File: src/rtl/ball_mover.sv
// ============================================================================
// Module   : ball_mover
// Purpose  : Ball motion engine: serve hold, per-frame position integration,
//            wall bounces, paddle deflection and miss detection.
// Options  : BALL_SPEEDUP_EN - each accepted paddle hit speeds up dx.
// Revision : 1.0 - initial release
// ============================================================================
`default_nettype none

module ball_mover #(
    parameter int X_MIN      = 8,
    parameter int X_MAX      = 631,
    parameter int Y_MIN      = 8,
    parameter int Y_MAX      = 471,
    parameter int SERVE_X    = 320,
    parameter int SERVE_Y    = 240,
    parameter int DX_SPEED   = 2,
    parameter int SHIFT      = 3,
    parameter int VMAX       = 7,
    parameter int SERVE_WAIT = 60,
    parameter int DX_MAX     = 6
) (
    input  logic       clk,
    input  logic       reset,
    input  logic       frame,
    input  logic       serve,
    input  logic       collide_l,
    input  logic       collide_r,
    input  logic [9:0] deflect,
    output logic [9:0] ball_x,
    output logic [9:0] ball_y,
    output logic       miss_l,
    output logic       miss_r,
    output logic       in_play
);

    typedef enum logic [1:0] {
        S_IDLE = 2'd0,
        S_WAIT = 2'd1,
        S_FLY  = 2'd2,
        S_MISS = 2'd3
    } state_t;

    localparam logic signed [10:0] c_X_MIN    = 11'(X_MIN);
    localparam logic signed [10:0] c_X_MAX    = 11'(X_MAX);
    localparam logic signed [10:0] c_Y_MIN    = 11'(Y_MIN);
    localparam logic signed [10:0] c_Y_MAX    = 11'(Y_MAX);
    localparam logic [9:0]         c_SERVE_X  = 10'(SERVE_X);
    localparam logic [9:0]         c_SERVE_Y  = 10'(SERVE_Y);
    localparam logic [3:0]         c_DX_SPEED = 4'(DX_SPEED);
    localparam logic [3:0]         c_VMAX     = 4'(VMAX);
    localparam logic [5:0]         c_WAIT_END = 6'(SERVE_WAIT - 1);

    state_t     r_state;
    logic [9:0] r_ball_x;
    logic [9:0] r_ball_y;
    logic       r_dir_x;
    logic [3:0] r_vy_mag;
    logic       r_vy_neg;
    logic [3:0] r_dx;
    logic [5:0] r_wait_cnt;
    logic       r_serve_dir;
    logic       r_miss_l;
    logic       r_miss_r;

    state_t            w_state_nxt;
    logic [9:0]        w_ball_x_nxt;
    logic [9:0]        w_ball_y_nxt;
    logic              w_dir_x_nxt;
    logic [3:0]        w_vy_mag_nxt;
    logic              w_vy_neg_nxt;
    logic [3:0]        w_dx_nxt;
    logic [5:0]        w_wait_cnt_nxt;
    logic              w_serve_dir_nxt;
    logic              w_miss_l_nxt;
    logic              w_miss_r_nxt;

    logic              w_collide_ok;
    logic [8:0]        w_vy_raw;
    logic [3:0]        w_vy_clamp;
    logic signed [10:0] w_x_new;
    logic signed [10:0] w_y_new;

    // A collide only counts when the ball is heading toward that paddle.
    assign w_collide_ok = (collide_l & ~r_dir_x) | (collide_r & r_dir_x);
    assign w_vy_raw     = deflect[8:0] >> SHIFT;
    assign w_vy_clamp   = (w_vy_raw > 9'(VMAX)) ? c_VMAX : w_vy_raw[3:0];

    always_ff @(posedge clk or posedge reset) begin
        if (reset) begin
            r_state     <= S_IDLE;
            r_ball_x    <= c_SERVE_X;
            r_ball_y    <= c_SERVE_Y;
            r_dir_x     <= 1'b1;
            r_vy_mag    <= 4'd0;
            r_vy_neg    <= 1'b0;
            r_dx        <= c_DX_SPEED;
            r_wait_cnt  <= 6'd0;
            r_serve_dir <= 1'b1;
            r_miss_l    <= 1'b0;
            r_miss_r    <= 1'b0;
        end else begin
            r_state     <= w_state_nxt;
            r_ball_x    <= w_ball_x_nxt;
            r_ball_y    <= w_ball_y_nxt;
            r_dir_x     <= w_dir_x_nxt;
            r_vy_mag    <= w_vy_mag_nxt;
            r_vy_neg    <= w_vy_neg_nxt;
            r_dx        <= w_dx_nxt;
            r_wait_cnt  <= w_wait_cnt_nxt;
            r_serve_dir <= w_serve_dir_nxt;
            r_miss_l    <= w_miss_l_nxt;
            r_miss_r    <= w_miss_r_nxt;
        end
    end

    always_comb begin
        w_state_nxt     = r_state;
        w_ball_x_nxt    = r_ball_x;
        w_ball_y_nxt    = r_ball_y;
        w_dir_x_nxt     = r_dir_x;
        w_vy_mag_nxt    = r_vy_mag;
        w_vy_neg_nxt    = r_vy_neg;
        w_dx_nxt        = r_dx;
        w_wait_cnt_nxt  = r_wait_cnt;
        w_serve_dir_nxt = r_serve_dir;
        w_miss_l_nxt    = 1'b0;
        w_miss_r_nxt    = 1'b0;
        w_x_new         = 11'sd0;
        w_y_new         = 11'sd0;

        case (r_state)
            S_IDLE: begin
                w_ball_x_nxt = c_SERVE_X;
                w_ball_y_nxt = c_SERVE_Y;
                if (serve) begin
                    w_state_nxt = S_WAIT;
                end
            end

            S_WAIT: begin
                w_ball_x_nxt = c_SERVE_X;
                w_ball_y_nxt = c_SERVE_Y;
                if (frame) begin
                    if (r_wait_cnt == c_WAIT_END) begin
                        w_wait_cnt_nxt = 6'd0;
                        w_vy_mag_nxt   = 4'd0;
                        w_dx_nxt       = c_DX_SPEED;
                        w_dir_x_nxt    = r_serve_dir;
                        w_state_nxt    = S_FLY;
                    end else begin
                        w_wait_cnt_nxt = r_wait_cnt + 6'd1;
                    end
                end
            end

            S_FLY: begin
                if (w_collide_ok) begin
                    w_dir_x_nxt  = ~r_dir_x;
                    w_vy_neg_nxt = deflect[9];
                    w_vy_mag_nxt = w_vy_clamp;
`ifdef BALL_SPEEDUP_EN
                    w_dx_nxt = (r_dx >= 4'(DX_MAX)) ? 4'(DX_MAX) : r_dx + 4'd1;
`else
                    w_dx_nxt = r_dx;
`endif
                end

                // The step uses post-collide velocity so a same-cycle hit
                // already moves the ball away from the paddle.
                if (frame) begin
                    w_x_new = w_dir_x_nxt ? $signed({1'b0, r_ball_x}) + $signed({7'd0, w_dx_nxt})
                                          : $signed({1'b0, r_ball_x}) - $signed({7'd0, w_dx_nxt});
                    w_y_new = w_vy_neg_nxt ? $signed({1'b0, r_ball_y}) - $signed({7'd0, w_vy_mag_nxt})
                                           : $signed({1'b0, r_ball_y}) + $signed({7'd0, w_vy_mag_nxt});

                    if (w_vy_neg_nxt && (w_y_new < c_Y_MIN)) begin
                        w_ball_y_nxt = c_Y_MIN[9:0];
                        w_vy_neg_nxt = 1'b0;
                    end else if (!w_vy_neg_nxt && (w_y_new > c_Y_MAX)) begin
                        w_ball_y_nxt = c_Y_MAX[9:0];
                        w_vy_neg_nxt = 1'b1;
                    end else begin
                        w_ball_y_nxt = w_y_new[9:0];
                    end

                    if (!w_dir_x_nxt && (w_x_new < c_X_MIN)) begin
                        w_miss_l_nxt    = 1'b1;
                        w_serve_dir_nxt = 1'b0;
                        w_state_nxt     = S_MISS;
                    end else if (w_dir_x_nxt && (w_x_new > c_X_MAX)) begin
                        w_miss_r_nxt    = 1'b1;
                        w_serve_dir_nxt = 1'b1;
                        w_state_nxt     = S_MISS;
                    end else begin
                        w_ball_x_nxt = w_x_new[9:0];
                    end
                end
            end

            S_MISS: begin
                w_ball_x_nxt = c_SERVE_X;
                w_ball_y_nxt = c_SERVE_Y;
                w_state_nxt  = S_WAIT;
            end

            default: begin
                w_state_nxt = S_IDLE;
            end
        endcase
    end

    assign ball_x  = r_ball_x;
    assign ball_y  = r_ball_y;
    assign miss_l  = r_miss_l;
    assign miss_r  = r_miss_r;
    assign in_play = (r_state == S_FLY);

endmodule

`default_nettype wire

File: config.mk
export PLATFORM = sky130hd
export DESIGN_NAME = ball_mover
export DESIGN_NICKNAME = d
export VERILOG_FILES = /design/src/rtl/ball_mover.sv
export SDC_FILE = /design/constraint.sdc
export NUM_CORES = 1
export LEC_CHECK = 0
export ABC_AREA = 1
export BUFFER_PORTS_ARGS = -buffer_cell sky130_fd_sc_hd__buf_2
export CAP_MARGIN = 20
export CORE_ASPECT_RATIO = 1.75
export CORE_MARGIN = 2
export CORE_UTILIZATION = 60
export DETAILED_ROUTE_END_ITERATION = 8
export GPL_ROUTABILITY_DRIVEN = 0
export GPL_TIMING_DRIVEN = 0
export PLACE_DENSITY = 0.82
export SYNTH_ARGS = -nofsm -noshare
export SYNTH_HDL_FRONTEND = slang
export SYNTH_SLANG_ARGS = --single-unit
File: constraint.sdc
create_clock -name clk -period 7.7 [get_ports clk]
set_clock_uncertainty 0.2 [all_clocks]
set_input_delay 0.77 -clock clk [delete_from_list [all_inputs] [get_ports clk]]
set_output_delay 0.77 -clock clk [all_outputs]
set_load 0.03 [all_outputs]
==> out/metrics.yaml, run 1 <==
yosysMostFrequentCell: "nand2_1"
wire_per_inst_um: 13.5
overflow: 0
tns_ns: 0
syn-num-nets: 468
hpwlAfterDp_mm: 5.73
fill_cells: 424
crit_family: "simple AND/OR/NAND/NOR gates"
areaGrowthSynthToFinish_pct: 11.7
worstSetupEndpointType: "flop"
place_area_um2: 3260
core_um2: 4890
drv_slew: 0
required_ns: 7.68
syn_area_per_cell_um2: 7.01
via_per_inst: 5.46
clock_latency_ns: 0.29
synth_warnings: 0
cts_setup_buffers: 0
p_int_w: 0.000747
clock_sinks: 36
multiInputGateArea_um2: 1800
ff_latch_area_um2: 911
drt_pre_antenna_iters: 4
ctsResizeCount: 0
drt_wl_total_mm: 7.07
grt_usage_pct: 27.0
fin_crit_ns: 3.71
drv_cap: 0
drt-initial-drc-count: 108
layout_setup_ws_ns: 3.99
comb_power_share_pct: 72.7
die_w_um: 57.4
die_area_um2: 5590
p_per_area_nw_per_um2: 500
synthArstFlopShare_pct: 100
synthDistinctLibCells: 43
status: "finished, final reports clean"
cts_tree: "built"
synthCells: 427
clk_pin_slew_ns: 0.07
grt_pass1_vias: 2850
cp_common_cell: "nand3_1"
cts_made_buffers: 5
ys_top_cells_by_area: "dfrtp_1 (23%), nand2_1 (15%), ha_1 (9.6%)"
fin_crit_sh_pct: 48.2
antenna_cells: 0
grt_pass1_wl_mm: 11.9
vias: 2861
cts_max_level: 2
ys_ff_latch: 36
final_antenna_net_count: 0
synth-edff-count: 0
hp-class: "reg2reg"
rows: 34
peakVddDrop_mv: 0.361
ys_top_cells_by_count: "nand2_1 (121), inv_1 (68), nand3_1 (44), dfrtp_1 (28), nor2_1 (27)"
synth_top_area_share_pct: 23.4
route.detailed.drc: 0
cts_root_buf: "clkbuf_8"
p_sw_w: 0.000926
worstPathBufferInverterCount: 3
cts_hold_buf: 0
timing.fmax_mhz: 269
drive_above_1_share_pct: 17.0
place_ws_ns: 3.55
worst_setup_path_start_kind: "primary input"
antenna_found_initial: 0
grt_setup_unrepaired: "no"
critical_path_arrival_ns: 3.69
ios: 39
swShare_pct: 55.4
cts_buffer_depth: 2
slew_headroom_pct: 54.4
final_hold_viol_count: 0
nets: 511
grt_max_degree: 24
syn_area_um2: 2990
die-height_um: 97.4
finalSetupViolations: 0
portBuffers: 34
crit_path_top_delay_cell: "ha_1"
p_leak_nw: 1.85
synth_top_area_cell: "dfrtp_1"
tightest_slew_ns: 0.684
seqPwrFrac_pct: 19.5
path_max_fanout: 10
final_area_um2: 3340
path_class: "in2reg"
critical_path.max_stage_delay_ns: 0.36
ys.flop_type: "dfrtp_1"
path_cells: "buf_2 -> nand2_2 -> nand2_4 -> inv_2 -> or2_4 -> o21ai_4 -> inv_1 -> or2_2 -> ha_1 -> a21o_1 -> a21boi_0 -> nand3_1 -> nand3_1 -> nand2_1 -> nor2_1 -> nand4_1 -> nand2_2 -> nand2_4 -> nand3_1 -> o21ai_1"
initial_core_util_pct: 61.2
clockPowerShare_pct: 7.7
ys_seq_area_share_pct: 30.4
-- power groups by stage --
stage | clock, W | sequential (W) | combinational, W
finish | 0.000130 | 0.000327 | 0.00122
global route | 0.000137 | 0.000337 | 0.00137
CTS | 0.000131 | 0.000327 | 0.00121
detailed placement | 0 | 0.000330 | 0.00121
global placement | 0 | 0.000327 | 0.00117
floorplan | 0 | 0.000382 | 0.000895
-- cell type report --
class	count	area share [%]
clock buffers	6	2.17
multi-input cells	318	53.7
repair buffers	36	6.14
inverters	70	7.86
plain buffers	3	0.674
well taps	54	2.02
clock inverters	1	0.150
flip-flops and latches	36	27.2
-- per-layer routing --
layer	vias to the layer above	global-route usage, %	share of wire, %
met3	24	4.53	2.9
met4	0	14.1	4.4
met2	54	51.7	56
met5	-	0	0
met1	1330	25.5	37
li1	1453	-	-
-- state kept, by name (all words and copies together) (netlist names) --
name	cells
ball_y	10
r_vy_neg	1
r_vy_mag	4
miss_l	1
miss_r	1
r_serve_dir	1
r_wait_cnt	6
r_dir_x	1
ball_x	9
r_state	2
-- final timing paths --
| check | start | to | slack (ns) | cells after the start |
|---|---|---|---|---|
| max | collide_r | ball_y[0]$_DFFE_PP0P_ | 3.99 | 20 |
| min | ball_x[8]$_DFFE_PP1P_ | ball_x[8]$_DFFE_PP1P_ | 0.30 | 2 |
| max reg2reg | r_dir_x$_DFFE_PP1P_ | ball_y[0]$_DFFE_PP0P_ | 3.99 | 19 |
| min reg2reg | ball_x[8]$_DFFE_PP1P_ | ball_x[8]$_DFFE_PP1P_ | 0.30 | 2 |
| max in group asynchronous | reset | r_dir_x$_DFFE_PP1P_ | 6.36 | 3 |
| min in group asynchronous | reset | r_wait_cnt[3]$_DFFE_PP0P_ | 0.33 | 2 |
-- stage by stage --
step / hold WS, ns / power (W) / util [%] / std cells
after global routing: 0.310 / 0.00184 / 68.3 / 524
final: 0.295 / 0.00167 / 68.3 / 524
after detailed placement: 0.291 / 0.00153 / 66.6 / 516
after CTS: 0.300 / 0.00167 / 68.2 / 523
after global placement: 0.283 / 0.00150 / 66.0 / 515
after floorplan: 0.267 / 0.00128 / - / 427
-- logic make-up (layout without fill, tap and decap cells) --
logic type,after synthesis,after routing,share of synthesized area [%]
other,1,1,0.125
adder cells (fa/ha/maj),25,25,11.0
AO/OA/AOI/OAI,54,54,10.9
buffers and inverters,73,116,9.53
flip-flops,36,36,30.4
AND/OR/NAND/NOR,228,228,35.2
XOR/XNOR,10,10,2.93
-- cell usage in the layout, fill, tap and decap left out, types with 4 or more instances in the layout --
master      n
buf_2      34
nand2_2     8
nand4_1     6
ha_1       23
dfrtp_1    28
o21ai_0    11
nor3_1      4
clkbuf_8    5
nand3_1    44
nand2_1   121
a21oi_1    16
dfstp_2     8
inv_1      68
o21ai_1     9
nor2_1     27
xor2_1      7
nand2_4     7
-- worst register-to-register path: cells and delay by family (launching register included) --
family | cells | cell delay [ns]
and+or+nand+nor | 12 | 1.66
AOI/OAI and AO/OA | 4 | 0.60
DFF | 1 | 0.55
adders and majority gates | 1 | 0.36
buffers and inverters | 2 | 0.23
Power figures use the tool's default switching activity.
==> inputs of run 2 (changes only) <==
ABC_AREA = 0   (was 1)
CORE_UTILIZATION = 53   (was 60)
PLACE_DENSITY = 0.77   (was 0.82)
clock period = 3 ns   (was 7.7 ns; I/O delays follow)
==> out/metrics.yaml, run 2 <==
status: "finished, violations left"
violations: "negative setup slack"
synth-edff-count: 0  # unchanged
path_cells: "mux2_4 -> buf_8 -> nand2_1 -> nand2_2 -> a211oi_2 -> xnor2_1 -> ha_1 -> a21o_1 -> a31o_4 -> a21oi_4 -> xnor2_2 -> or4_4 -> o41ai_4 -> nor2_2 -> a221o_1"
ys.flop_type: "dfrtp_1"
die_w_um: 60.0  # +4.5%
cts_root_buf: "clkbuf_8"
route.detailed.drc: 0  # unchanged
drv_cap: 0  # unchanged
final_area_um2: 4170  # +25%
clk_pin_slew_ns: 0.07  # about the same
synth_top_area_cell: "dfrtp_1"
final_cell_mix: "buf_4 (43), buf_2 (34), dfrtp_1 (28)"
grt_setup_unrepaired: "yes"
overflow: 0  # unchanged
syn_area_um2: 2910  # -2.9%
grt_pass1_vias: 2963  # +4.0%
hpwlAfterDp_mm: 5.49  # -4.2%
drt-initial-drc-count: 247  # +130%
rows: 35  # +2.9%
layout_commonest_cell: "buf_4"
clock_sinks: 36  # unchanged
vias: 3111  # +8.7%
yosysMostFrequentCell: "nand2_1"
final_hold_viol_count: 0  # unchanged
die_area_um2: 6120  # +9.4%
grt_max_degree: 37  # +54%
slew_headroom_pct: 47.9  # -6.5 points
ys_ff_latch: 36  # unchanged
synthArstFlopShare_pct: 100  # unchanged
via_per_inst: 6.45  # +18%
synthCells: 319  # -25%
die-height_um: 102  # +4.7%
nets: 448  # -12%
ios: 39  # unchanged
path_class: "reg2reg"
core_um2: 5300  # +8.3%
ys_top_cells_by_count: "nand2_1 (30), dfrtp_1 (28), ha_1 (23), a21oi_1 (21), o21ai_0 (20)"
ys_seq_area_share_pct: 31.3  # +0.90 points
critical_path_arrival_ns: 4.40  # +0.71 ns
drv_slew: 0  # unchanged
grt_usage_pct: 29.6  # +2.6 points
synth_warnings: 0  # unchanged
syn_area_per_cell_um2: 9.11  # +30%
layout_setup_ws_ns: -1.44  # -5.42 ns
stdcell_count: 482  # -8.0%
place_area_um2: 3260  # +0.15%
place_inst: 428  # -17%
drive_above_1_share_pct: 44.4  # +27 points
hp-start: "frame"
path_max_fanout: 6  # -4
required_ns: 2.97  # -4.71 ns
areaGrowthSynthToFinish_pct: 43.5
worst_setup_path_start_kind: "flop"
antenna_found_initial: 0  # unchanged
critical_path.max_stage_delay_ns: 0.59  # +0.23 ns
tightest_slew_ns: 0.781  # +0.0965 ns
clock_latency_ns: 0.29  # about the same
hold_slack_ns: 0.207  # -0.0883 ns
fin_crit_sh_pct: 148
fin_crit_ns: 4.44
timing.fmax_mhz: 225
worstReg2RegStart: "r_dir_x$_DFFE_PP1P_"
setup.worst_path.start: "r_dir_x$_DFFE_PP1P_"
synth_top_area_share_pct: 24.1  # +0.70 points
worstSetupEndpointType: "flop"
initial_core_util_pct: 54.9  # -6.3 points
finalSetupViolations: 25  # +25
drt_wl_total_mm: 9.95  # +41%
drt_pre_antenna_iters: 5  # +1
cts_made_buffers: 5  # unchanged
ys_top_cells_by_area: "dfrtp_1 (24%), ha_1 (9.9%), dfstp_2 (7.2%)"
syn-num-nets: 360  # -23%
final_antenna_net_count: 0  # unchanged
crit_path_top_delay_cell: "dfstp_2"
portBuffers: 34  # unchanged
place_ws_ns: -1.63  # -5.18 ns
cts_buffer_depth: 2  # unchanged
cts_tree: "built"
largest_reg_flops: 10  # unchanged
synthDistinctLibCells: 66  # +53%
grt_pass1_wl_mm: 13.8  # +16%
hp-class: "in2reg"
wire_per_inst_um: 20.6  # +53%
antenna_cells: 0  # unchanged
cts_max_level: 2  # unchanged
-- run 2: layout make-up --
| cell class | instances | area (um2) |
|---|---|---|
| clock buffer | 8 | 90.1 |
| multi-input combinational | 259 | 2390 |
| tap | 74 | 92.6 |
| buffer | 8 | 46.3 |
| sequential | 36 | 911 |
| fill | 333 | 1130 |
| timing repair buffer | 84 | 592 |
| inverter | 13 | 48.8 |
-- run 2: timing repair --
action,in CTS,in global routing
setup buffers,38,10
cloned,0,0
setup endpoints to repair,25,25
resized for setup,41,46
pin swaps,25,31
hold buffers,1,0
hold endpoints to repair,28,0
-- run 2: through the flow --
stage                     setup TNS [ns]  utilization, %
after floorplan                   -20.30               -
after global placement            -36.30            61.4
after detailed placement          -29.49            61.6
after CTS                         -21.03            73.0
after global routing              -30.60            78.7
final                             -28.50            78.7
-- run 2: worst paths after layout --
kind | endpoint | slack (ns) | depth (start not counted)
worst max-delay path | ball_y[0]$_DFFE_PP0P_ | -1.44 | 15
worst min-delay path | r_wait_cnt[0]$_DFFE_PP0P_ | 0.21 | 3
worst max register to register | ball_y[0]$_DFFE_PP0P_ | -1.44 | 15
worst min register to register | ball_x[8]$_DFFE_PP1P_ | 0.32 | 1
max in group asynchronous | r_vy_mag[1]$_DFFE_PP0P_ | 1.60 | 3
min in group asynchronous | r_wait_cnt[5]$_DFFE_PP0P_ | 0.50 | 3
-- run 2: cells by family (layout without fill, tap and decap cells) --
group / after synthesis / after routing / synth area share, %
other: 1 / 1 / 0.129
multiplexers: 7 / 7 / 3.10
flip-flops: 36 / 36 / 31.3
AO/OA/AOI/OAI: 112 / 112 / 28.5
AND/OR/NAND/NOR: 97 / 97 / 17.3
XOR/XNOR: 17 / 17 / 5.12
buffers and inverters: 24 / 113 / 3.23
adder cells (fa/ha/maj): 25 / 25 / 11.3
-- run 2: layer usage --
layer / vias up / routed length, um / share of wire, % / GRT usage (%)
met3: 45 / 464 / 4.7 / 3.54
met4: 0 / 494 / 5.0 / 12.5
met5: - / 0 / 0 / 0
li1: 1377 / - / - / -
met2: 149 / 5560 / 56 / 56.5
met1: 1540 / 3430 / 35 / 31.0
-- run 2: critical path: cells and delay by family, from the launching register on --
kind	cells	cell delay, ns
xor gates and xnor gates	2	0.24
adders and majority gates	1	0.35
DFF	1	0.59
AOI/OAI and AO/OA	6	1.60
and+or+nand+nor	4	0.86
buffers and inverters	1	0.14
muxes	1	0.33
Power of run 2 is left out: the tool's default activity adds up to more than one toggle a clock period on the data nets, which glitch-free logic cannot reach.
==> inputs of run 3 (changes only) <==
CORE_ASPECT_RATIO = 1.4   (was 1.75)
CORE_UTILIZATION = 42   (was 53)
PLACE_DENSITY = unset   (was 0.77)
==> out/metrics.yaml, run 3 (same netlist as run 2, synthesis figures left out) <==
place_area_um2: 3290  # +0.69%
tns_ns: -20.16  # +8.34 ns
via_per_inst: 5.75  # -11%
layout_commonest_cell: "buf_2"
drv_slew: 0  # unchanged
largest_reg_flops: 10  # unchanged
path_max_fanout: 7  # +1
crit_family: "compound AO/OA/AOI/OAI gates"
drive_above_1_share_pct: 42.5  # -1.8 points
antenna_cells: 0  # unchanged
overflow: 0  # unchanged
critical_path.max_stage_delay_ns: 0.56  # -0.03 ns
required_ns: 2.98  # about the same
hp-class: "in2reg"
nets: 442  # -1.3%
finalSetupViolations: 25  # unchanged
final_cell_mix: "buf_2 (34), buf_4 (32), dfrtp_1 (28)"
core_um2: 6660  # +26%
grt_setup_unrepaired: "yes"
vias: 2840  # -8.7%
place_inst: 446  # +4.2%
drt_pre_antenna_iters: 4  # -1
areaGrowthSynthToFinish_pct: 41.4
antenna_found_initial: 0  # unchanged
worst_setup_path_start_kind: "flop"
grt_pass1_wl_mm: 13.1  # -5.0%
fin_crit_sh_pct: 142  # -6.1 points
tightest_slew_ns: 0.838  # +0.0568 ns
status: "finished, violations left"
clock_sinks: 36  # unchanged
grt_usage_pct: 22.0  # -7.6 points
hpwlAfterDp_mm: 5.48  # -0.13%
drv_cap: 0  # unchanged
critical_path_arrival_ns: 4.23  # -0.17 ns
worstPathBufferInverterCount: 1  # unchanged
route.detailed.drc: 0  # unchanged
grt_pass1_vias: 2771  # -6.5%
cts_buffer_depth: 2  # unchanged
layout_setup_ws_ns: -1.25  # +0.184 ns
drt-initial-drc-count: 85  # -66%
cts_made_buffers: 5  # unchanged
wire_per_inst_um: 17.0  # -18%
p_leak_nw: 1.81
grt_max_degree: 37  # unchanged
final_area_um2: 4110  # -1.4%
rows: 35  # unchanged
peakVddDrop_mv: 0.480
initial_core_util_pct: 43.7  # -11 points
clock_latency_ns: 0.29  # about the same
drt_wl_total_mm: 8.38  # -16%
fill_cells: 565  # +70%
die-height_um: 102  # +0.46%
fin_crit_ns: 4.25  # -0.184 ns
slew_headroom_pct: 43.6  # -4.2 points
path_class: "reg2reg"
cts_max_level: 2  # unchanged
final_hold_viol_count: 0  # unchanged
worstSetupEndpointType: "flop"
violations: "negative setup slack"
cts_root_buf: "clkbuf_8"
clk_pin_slew_ns: 0.08  # about the same
stdcell_count: 494  # +2.5%
timing.fmax_mhz: 235  # +4.3%
die_w_um: 74.3  # +24%
path_cells: "mux2_4 -> buf_8 -> o41ai_4 -> ha_1 -> a32oi_2 -> ha_4 -> nand3_4 -> o221ai_4 -> nor3b_2 -> a221o_1 -> xnor2_2 -> o41ai_4 -> nor2_2 -> a221o_1"
cts_tree: "built"
ios: 39  # unchanged
final_antenna_net_count: 0  # unchanged
p_per_area_nw_per_um2: 1300
die_area_um2: 7610  # +24%
crit_path_top_delay_cell: "dfstp_2"
portBuffers: 34  # unchanged
-- run 3: changes by cell type in the layout (fill, tap and decap cells not counted), moves of 4 or more --
cell    previous run  this run
nor2_2             7         2
buf_6              5        13
buf_4             43        32
nor2_1            12        16
-- run 3: worst paths after layout --
check                                   startpoint                        end  cells past startpoint  slack, ns
max                            r_dir_x$_DFFE_PP1P_      ball_y[0]$_DFFE_PP0P_                     14      -1.25
min                                          frame  r_wait_cnt[0]$_DFFE_PP0P_                      3       0.19
max reg2reg                    r_dir_x$_DFFE_PP1P_      ball_y[0]$_DFFE_PP0P_                     14      -1.25
min reg2reg                r_serve_dir$_DFFE_PP1P_    r_serve_dir$_DFFE_PP1P_                      2       0.30
max in group asynchronous                    reset           miss_l$_DFF_PP0_                      3       1.59
min in group asynchronous                    reset  r_wait_cnt[0]$_DFFE_PP0P_                      3       0.50
-- run 3: what timing repair did --
action                                  in CTS  in global routing
endpoints found under the setup margin      25                 25
hold endpoints to repair                    28                  0
buffers inserted                            33                 11
pin swaps                                   26                 19
resized for setup                           42                 41
hold buffers                                 1                  0
-- run 3: area by class of cell --
cell class | count | area [um2] | share of cell area, %
buffer | 7 | 48.8 | 1.19
multi-input combinational | 259 | 2320 | 56.4
sequential | 36 | 911 | 22.2
tap | 92 | 115 | 2.80
timing repair buffer | 79 | 568 | 13.8
clock buffer | 8 | 100 | 2.44
inverter | 13 | 48.8 | 1.19
-- run 3: worst min-delay path, cell delays in order --
cell,delay (ns)
buf_2,0.11
nand2_1,0.11
a21o_1,0.13
-- run 3: per-stage QoR --
step | setup WS, ns | total power (W) | util [%] | hold WS (ns)
after detailed placement | -1.64 | 0.00390 | 49.4 | 0.299
final | -1.25 | 0.00536 | 61.7 | 0.195
after global routing | -1.40 | 0.00573 | 61.7 | 0.216
after floorplan | -1.15 | 0.00326 | - | 0.261
after global placement | -1.71 | 0.00387 | 49.2 | 0.288
after CTS | -1.23 | 0.00494 | 57.5 | 0.196
-- run 3: metal layers --
layer / GRT usage, % / wire [um] / up-vias
li1: - / - / 1380
met1: 24.7 / 3400 / 1380
met2: 40.9 / 4520 / 60
met3: 3.25 / 226 / 20
met4: 8.65 / 237 / 0
met5: 0 / 0 / -
-- run 3: report_power, final --
| group | internal (W) | leakage, nW | switching (W) | total (W) |
|---|---|---|---|---|
| Sequential | 0.000668 | 0.455 | 0.000190 | 0.000858 |
| Combinational | 0.00189 | 1.31 | 0.00222 | 0.00410 |
| Clock | 0.000210 | 0.0515 | 0.000184 | 0.000394 |
